$ cat src/rtl/matvec_sequencer_if.sv
// Host and dot-product-engine signal bundle for matvec_sequencer.
// The bias-write signals exist only when MATVEC_BIAS_EN is defined.
interface matvec_sequencer_if #(
  parameter int W      = 16,
  parameter int N_ROWS = 8,
  parameter int RW     = 3
);
  logic                     w_we;
  logic [RW-1:0]            w_row;
  logic [2:0]               w_col;
  logic [W-1:0]             w_data;
  logic [7:0][W-1:0]        x;
  logic                     start;
  logic                     busy;
  logic                     done;
  logic [N_ROWS-1:0][W-1:0] y;
  logic [7:0][W-1:0]        dp_a;
  logic [7:0][W-1:0]        dp_b;
  logic                     dp_rst;
  logic [W-1:0]             dp_out;
  logic                     dp_valid;
`ifdef MATVEC_BIAS_EN
  logic                     b_we;
  logic [RW-1:0]            b_row;
  logic [W-1:0]             b_data;

  modport slave (
    input  w_we, w_row, w_col, w_data, x, start, dp_out, dp_valid,
    input  b_we, b_row, b_data,
    output busy, done, y, dp_a, dp_b, dp_rst
  );
  modport master (
    output w_we, w_row, w_col, w_data, x, start, dp_out, dp_valid,
    output b_we, b_row, b_data,
    input  busy, done, y, dp_a, dp_b, dp_rst
  );
`else
  modport slave (
    input  w_we, w_row, w_col, w_data, x, start, dp_out, dp_valid,
    output busy, done, y, dp_a, dp_b, dp_rst
  );
  modport master (
    output w_we, w_row, w_col, w_data, x, start, dp_out, dp_valid,
    input  busy, done, y, dp_a, dp_b, dp_rst
  );
`endif
endinterface

$ cat src/rtl/matvec_sequencer.sv
// Matrix-vector sequencer driving an 8-wide dot-product engine, one row per pass.
// Optional per-row saturating bias on capture: define MATVEC_BIAS_EN.
module matvec_sequencer #(
  parameter int W      = 16,
  parameter int N_ROWS = 8,
  parameter int RW     = 3
) (
  input  logic               clk,
  input  logic               rst,
  matvec_sequencer_if.slave  bus
);

  typedef enum logic [1:0] {
    ST_IDLE = 2'd0,
    ST_KICK = 2'd1,
    ST_WAIT = 2'd2,
    ST_DONE = 2'd3
  } state_t;

  state_t                         state_r;
  state_t                         state_s;
  logic [RW-1:0]                  row_r;
  logic [N_ROWS-1:0][7:0][W-1:0]  wgt_r;
  logic [7:0][W-1:0]              x_r;
  logic [7:0][W-1:0]              dp_a_r;
  logic [N_ROWS-1:0][W-1:0]       y_r;
  logic                           busy_r;
  logic                           done_r;
  logic                           dp_rst_r;
  logic                           capture_s;
  logic                           last_row_s;
  logic                           host_wr_ok_s;
  logic [W-1:0]                   y_new_s;

  assign capture_s    = (state_r == ST_WAIT) && bus.dp_valid;
  assign last_row_s   = (int'(row_r) == (N_ROWS - 1));
  assign host_wr_ok_s = !busy_r;

`ifdef MATVEC_BIAS_EN
  logic [N_ROWS-1:0][W-1:0] bias_r;

  function automatic logic [W-1:0] sat_add(input logic [W-1:0] a, input logic [W-1:0] b);
    logic [W:0] sum;
    sum = {a[W-1], a} + {b[W-1], b};
    if (sum[W] != sum[W-1]) begin
      sat_add = sum[W] ? {1'b1, {(W-1){1'b0}}} : {1'b0, {(W-1){1'b1}}};
    end else begin
      sat_add = sum[W-1:0];
    end
  endfunction

  // Bias bank, frozen while a run is in progress
  always_ff @(posedge clk or posedge rst) begin
    if (rst) begin
      bias_r <= '0;
    end else if (bus.b_we && host_wr_ok_s && (int'(bus.b_row) < N_ROWS)) begin
      bias_r[bus.b_row] <= bus.b_data;
    end
  end

  // Capture value: engine result plus row bias, clamped to the W-bit range
  always_comb begin
    y_new_s = sat_add(bus.dp_out, bias_r[row_r]);
  end
`else
  // Capture value: engine result passed through untouched
  always_comb begin
    y_new_s = bus.dp_out;
  end
`endif

  // Weight bank, frozen while a run is in progress
  always_ff @(posedge clk or posedge rst) begin
    if (rst) begin
      wgt_r <= '0;
    end else if (bus.w_we && host_wr_ok_s && (int'(bus.w_row) < N_ROWS)) begin
      wgt_r[bus.w_row][bus.w_col] <= bus.w_data;
    end
  end

  // FSM state register
  always_ff @(posedge clk or posedge rst) begin
    if (rst) begin
      state_r <= ST_IDLE;
    end else begin
      state_r <= state_s;
    end
  end

  // FSM next state; no timeout while waiting on the engine
  always_comb begin
    state_s = state_r;
    case (state_r)
      ST_IDLE: begin
        if (bus.start) begin
          state_s = ST_KICK;
        end else begin
          state_s = ST_IDLE;
        end
      end
      ST_KICK: state_s = ST_WAIT;
      ST_WAIT: begin
        if (bus.dp_valid) begin
          if (last_row_s) begin
            state_s = ST_DONE;
          end else begin
            state_s = ST_KICK;
          end
        end else begin
          state_s = ST_WAIT;
        end
      end
      ST_DONE: state_s = ST_IDLE;
      default: state_s = ST_IDLE;
    endcase
  end

  // Registered outputs, operand latches, row counter and result capture
  always_ff @(posedge clk or posedge rst) begin
    if (rst) begin
      busy_r   <= 1'b0;
      done_r   <= 1'b0;
      dp_rst_r <= 1'b1;
      row_r    <= '0;
      x_r      <= '0;
      dp_a_r   <= '0;
      y_r      <= '0;
    end else begin
      busy_r   <= (state_s != ST_IDLE);
      done_r   <= (state_s == ST_DONE);
      // Engine only leaves reset during WAIT, so each row restarts its count
      dp_rst_r <= (state_s != ST_WAIT);
      if ((state_r == ST_IDLE) && bus.start) begin
        x_r   <= bus.x;
        row_r <= '0;
      end
      if (state_r == ST_KICK) begin
        dp_a_r <= wgt_r[row_r];
      end
      if (capture_s) begin
        y_r[row_r] <= y_new_s;
        if (!last_row_s) begin
          row_r <= row_r + RW'(1);
        end
      end
    end
  end

  assign bus.busy   = busy_r;
  assign bus.done   = done_r;
  assign bus.dp_rst = dp_rst_r;
  assign bus.dp_a   = dp_a_r;
  assign bus.dp_b   = x_r;
  assign bus.y      = y_r;

endmodule

$ cat src/flat_wrapper.sv
// flat-port wrapper written by rule: the top's interface ports become plain ports
module matvec_sequencer_flat 
#(
  parameter int W      = 16,
  parameter int N_ROWS = 8,
  parameter int RW     = 3
)
  (clk, rst, bus_w_we, bus_w_row, bus_w_col, bus_w_data, bus_x, bus_start, bus_dp_out, bus_dp_valid, bus_busy, bus_done, bus_y, bus_dp_a, bus_dp_b, bus_dp_rst);
  matvec_sequencer_if #(.W(W), .N_ROWS(N_ROWS), .RW(RW)) bus_i ();
  input  logic clk;
  input  logic rst;
  input wire logic [$bits(bus_i.w_we)-1:0] bus_w_we;
  input wire logic [$bits(bus_i.w_row)-1:0] bus_w_row;
  input wire logic [$bits(bus_i.w_col)-1:0] bus_w_col;
  input wire logic [$bits(bus_i.w_data)-1:0] bus_w_data;
  input wire logic [$bits(bus_i.x)-1:0] bus_x;
  input wire logic [$bits(bus_i.start)-1:0] bus_start;
  input wire logic [$bits(bus_i.dp_out)-1:0] bus_dp_out;
  input wire logic [$bits(bus_i.dp_valid)-1:0] bus_dp_valid;
  output wire logic [$bits(bus_i.busy)-1:0] bus_busy;
  output wire logic [$bits(bus_i.done)-1:0] bus_done;
  output wire logic [$bits(bus_i.y)-1:0] bus_y;
  output wire logic [$bits(bus_i.dp_a)-1:0] bus_dp_a;
  output wire logic [$bits(bus_i.dp_b)-1:0] bus_dp_b;
  output wire logic [$bits(bus_i.dp_rst)-1:0] bus_dp_rst;
  assign bus_i.w_we = bus_w_we;
  assign bus_i.w_row = bus_w_row;
  assign bus_i.w_col = bus_w_col;
  assign bus_i.w_data = bus_w_data;
  assign bus_i.x = bus_x;
  assign bus_i.start = bus_start;
  assign bus_i.dp_out = bus_dp_out;
  assign bus_i.dp_valid = bus_dp_valid;
  assign bus_busy = bus_i.busy;
  assign bus_done = bus_i.done;
  assign bus_y = bus_i.y;
  assign bus_dp_a = bus_i.dp_a;
  assign bus_dp_b = bus_i.dp_b;
  assign bus_dp_rst = bus_i.dp_rst;
  matvec_sequencer #(.W(W), .N_ROWS(N_ROWS), .RW(RW)) u_core (.clk(clk), .rst(rst), .bus(bus_i));
endmodule
$ cat config.mk
export PLATFORM = sky130hd
export DESIGN_NAME = matvec_sequencer_flat
export DESIGN_NICKNAME = d
export VERILOG_FILES = /design/src/rtl/matvec_sequencer_if.sv /design/src/rtl/matvec_sequencer.sv /design/src/flat_wrapper.sv
export SDC_FILE = /design/constraint.sdc
export NUM_CORES = 2
export LEC_CHECK = 0
export CORE_MARGIN = 3
export CORE_UTILIZATION = 45
export CTS_CLUSTER_DIAMETER = 100
export DETAILED_ROUTE_END_ITERATION = 10
export PLACE_DENSITY = 0.72
export SKIP_CTS_REPAIR_TIMING = 1
export SLEW_MARGIN = 20
export SYNTH_ARGS = -nofsm -noshare
export SYNTH_HDL_FRONTEND = slang
export SYNTH_SLANG_ARGS = --single-unit
$ cat constraint.sdc
create_clock -name clk -period 62 [get_ports clk]
set_clock_uncertainty 0.05 [all_clocks]
set_input_delay 9.3 -clock clk [delete_from_list [all_inputs] [get_ports clk]]
set_output_delay 9.3 -clock clk [all_outputs]
set_load 0.05 [all_outputs]
== Yosys cells after proc, flatten, opt, wreduce, memory -nomap -nowiden ==
Cells that the tools add are included.

* Memories kept: 0
* Register bits after elaboration: 1,416
* ROM bits: 0
* Bits in writable memories: 0
* Input port bits: 171
* Logic and storage cells: 132
* Latch bits: 0

* Multiplexer cells: 17
* Shift-type cells: 0
* Bitwise logic cells: 0
* Order comparisons: 6
* Reductions and logical operators: 9
* $mul: 0
* Divide/modulo/power cells: 0
* Add/subtract/negate cells: 1
* Eq/ne operators: 6

{| class="wikitable"
|+ Operator list
! cell !! count
|-
| $bwmux W1024 || 1
|-
| $bmux W128 S3 || 1
|-
| $demux W128 S3 || 1
|-
| $mux W128 || 2
|-
| $bwmux W128 || 1
|-
| $demux W16 S3 || 2
|-
| $mux W16 || 2
|-
| $lt A3 B4 Y1 const B || 3
|-
| $ge A3 B1 Y1 const B || 3
|-
| $mux W3 || 3
|-
| $pmux W2 S4 || 1
|-
| $eq A2 B2 Y1 const B || 3
|-
| $logic_and A1 B1 Y1 || 6
|-
| $mux W2 || 2
|-
| $add A3 B1 Y3 const B || 1
|-
| $eq A3 B1 Y1 const B || 1
|-
| $eq A2 B1 Y1 const B || 1
|-
| $logic_not A2 Y1 || 1
|-
| $ne A2 B2 Y1 const B || 1
|-
| $reduce_bool A2 Y1 || 1
|-
| $logic_not A1 Y1 || 1
|-
| $mux W1 || 1
|}

== Logic depth before layout (Yosys ltp) ==
* Depth after elaboration: 7
* Gate-level depth with buffers: 9

== Worst setup path after synthesis ==
No wires, ideal clock.

* Path kind: input -> register
* From: input bus_w_col[1]
* To: register u_core.wgt_r[208] in the netlist's numbering
* Arrival time: 10,806 ps
* Setup time: 125 ps
* Stages on the path: 6
* Setup slack: 51,019 ps
* Cell sequence: or3b_4 or2_1 buf_6 nor2_4 buf_6 mux2_2

* Longest elaborated chain between the ends: 7
* Elaborated cells on any way between the ends: 8
* Those cells by class: order compare: 2; mux: 5; reduce/logical: 1

{| class="wikitable"
|+ RTL lines
! what !! RTL line !! source
|-
| from (decl) || flat_wrapper.sv:14 || <nowiki>input wire logic [$bits(bus_i.w_col)-1:0] bus_w_col;</nowiki>
|-
| $lt A3 B4 Y1 (implied by the code) or $ge A3 B1 Y1 (tied branches) || matvec_sequencer.sv:77 || <nowiki>wgt_r[bus.w_row][bus.w_col] <= bus.w_data;</nowiki>
|-
| $logic_and A1 B1 Y1 (implied by the code) || matvec_sequencer.sv:77 ||
|-
| $mux W16 (implied by the code) || matvec_sequencer.sv:77 ||
|-
| $demux W16 S3 (*) || -- ||
|-
| $mux W128 (implied by the code) (*) || matvec_sequencer.sv:77 ||
|-
| $demux W128 S3 (*) || -- ||
|-
| $bwmux W1024 (*) || matvec_sequencer.sv:77 ||
|-
| to (signal, indexed assignment) || matvec_sequencer.sv:77 ||
|-
| to (decl) || matvec_sequencer.sv:23 || <nowiki>logic [N_ROWS-1:0][7:0][W-1:0] wgt_r;</nowiki>
|}

Mark *: on every way between the ends. The rest lies on a longest branch, timed or not.
A chain may end at the register's enable or synchronous reset.

==> flow_metrics.tcl <==
set metrics [dict create \
    drt_pass1_iterations 5 \
    synth-seq-cells 1416 \
    grt_pass1_vias 41212 \
    rrSetupSlack_ns 57.10 \
    core-area_mm2 0.1341 \
    die_w_um 374.5 \
    gp_congestion 0.8233 \
    wl_met2_um 86340 \
    netlist_area_mm2 0.06110 \
    power.density_mw_per_mm2 46.47 \
    criticalPathCategory "input pin to asynchronous set/reset pin" \
    min_period_ns 13.19 \
    clkTransAtPathRegs_ns 0.06 \
    dieHeight_um 374.5 \
    yosysMostFrequentCell "dfrtp_1" \
    met1Wirelength_um 78130 \
    wl_um 185200 \
    netlist_top_cells_area "dfrtp_1, mux2_2, mux2i_1" \
    yosys_most_used_dff "dfrtp_1" \
    cts.htree.levels 4 \
    cts_tree "built" \
    drtIter0Drc 3321 \
    grt_first_pass_wirelength_um 274200 \
    met3_length_um 14870 \
    instances_no_fill 6728 \
    finalSetupViolCount 0 \
    synth_common_cells "dfrtp_1, mux2_2, nor2_1, clkbuf_1, mux2i_1" \
    postSynthAreaPerCell_um2 13.79 \
    dpl_cell_area_mm2 0.06780 \
    place_inst 6449 \
    synth_fp_nets 4603 \
    fin_util_pct 54.36 \
    drv_slew 0 \
    synth_cell_types 54 \
    status "finished clean" \
    die_area_mm2 0.1402 \
    clk_latency_ns 0.77 \
    min_period_over_period_pct 21.27 \
    tightest_slew_ns 1.210 \
    cp_data_arrival_time_ns 13.90 \
    async_flop_share_pct 100.0 \
    vias 39883 \
    synthCells 4430 \
    critPathCaptureType "asynchronous set/reset pin" \
    yosys.area.top_type "dfrtp_1" \
    fin_nets 5009 \
    viasPerCell 5.928 \
    p_total_mw 3.388 \
    port_buffers 557 \
    n_fill_cell 11114 \
    setup_tns_ns 0 \
    crit_fanout 143 \
    clock_path_buffers 3 \
    grt_use_total_pct 25.98 \
    rsz0062_at_grt "no" \
    relSlewSlack_pct 19.12 \
    hold_path_class "flip-flop to flip-flop" \
    final-seq-area_mm2 0.03545 \
    rows 134 \
    start_util_pct 45.55 \
    p_leak_nw 33.35 \
    finalHoldViolCount 0 \
    peakVddDrop_uv 56.21 \
    drive_above_1_share_pct 37.07 \
    maxCapViolations 0 \
    hold-worst-slack_ns 0.4376 \
    clock-sinks 1416 \
    cp-start-kind "input pin" \
    cts_made_buffers 151 \
    clock-root-buffer "clkbuf_16" \
    gr-total-overflow 0 \
    ys.warnings.count 0 \
    dp_slack_ns 47.76 \
    wl_per_cell_um 27.53 \
    ios 558 \
    synth_edf_count 0 \
    drc_errors 0 \
    yosysTopAreaCellShare_pct 57.95 \
    fmax_mhz 75.83 \
    seq_area_frac_synth_pct 57.99 \
    drtAntennaViolNets 0 \
    fin_area_mm2 0.07291 \
    fin_ws_ns 48.81 \
    worstPathRequired_ns 62.71 \
    grt_max_degree 174 \
    top_layer "met5" \
    antenna_found_initial 12 \
    multiInputGateArea_mm2 0.02392 \
    post-dp-hpwl_um 111400 \
    syn_to_final_growth_pct 19.33 \
]
## cell families after synthesis
group	share of synthesized area, %
adders and majority gates	0.04095
buffers and inverters	3.100
DFF	57.99
and+or+nand+nor	3.973
muxes	28.07
AOI/OAI and AO/OA	6.821
## final cells by class
class | instances | area share, %
clock buffer | 229 | 6.162
multi-input combinational | 2613 | 32.80
timing repair buffer | 643 | 8.549
inverter | 11 | 0.06864
tap | 1768 | 3.034
antenna | 5 | 0.01716
sequential | 1416 | 48.62
clock inverter | 43 | 0.7482
## flip-flops by register name, indices dropped and copies added, names as in the netlist
register / count
u_core.wgt_r: 1024
u_core.bus.dp_a: 128
u_core.bus.dp_b: 128
u_core.bus.y: 128
u_core.row_r: 3
u_core.state_r: 2
u_core.bus.busy: 1
u_core.bus.done: 1
u_core.bus.dp_rst: 1
## path summary, 6_finish.rpt
path,startpoint,end,depth (start not counted)
worst max-delay path,rst,u_core.wgt_r[147],7
worst min-delay path,u_core.bus.dp_a[0],u_core.bus.dp_a[0],2
worst max register to register,u_core.row_r[1],u_core.bus.dp_a[78],7
worst min register to register,u_core.bus.dp_a[0],u_core.bus.dp_a[0],2
max in group clk,bus_w_col[1],u_core.wgt_r[430],5
min in group asynchronous,rst,u_core.bus.y[61],2
## metal layers
layer	global-route usage, %	vias to the layer above
met5	0	-
met1	35.11	21168
met2	41.17	1566
met4	8.454	6
met3	6.483	317
li1	-	16826
## cell usage in the layout (no fill, tap or decap), types with 11 or more instances in the layout
| master | n |
|---|---|
| a221oi_1 | 146 |
| mux2_2 | 1371 |
| a21o_1 | 25 |
| clkbuf_1 | 37 |
| dfrtp_1 | 1412 |
| clkbuf_8 | 40 |
| nand2_2 | 24 |
| nand2_1 | 134 |
| o221ai_1 | 11 |
| a31o_2 | 32 |
| clkinv_2 | 17 |
| mux2i_1 | 170 |
| and2_1 | 31 |
| buf_2 | 15 |
| o211ai_1 | 15 |
| a31oi_1 | 47 |
| nor2_2 | 24 |
| nor2_1 | 219 |
| clkdlybuf4s50_1 | 541 |
| a22oi_1 | 29 |
| a22o_1 | 84 |
| nand3_1 | 19 |
| clkbuf_16 | 152 |
| buf_4 | 80 |
| a21oi_1 | 83 |
| o21ai_0 | 44 |
| nor2_4 | 14 |
## worst max-delay path, cell delays in order
cell and delay, ns:
clkdlybuf4s50_1 0.50, inv_8 0.27, buf_16 0.41, buf_12 0.61
buf_4 0.84, buf_4 0.81, buf_4 0.86
## power by group
| group | switching [mW] | leakage (nW) | internal [mW] |
|---|---|---|---|
| registers | 0.139 | 18.8 | 1.13 |
| logic | 0.782 | 12.1 | 0.423 |
| clock network | 0.381 | 2.47 | 0.532 |
| total | 1.30 | 33.4 | 2.09 |
Note: power is estimated with default switching activity, not from simulation.
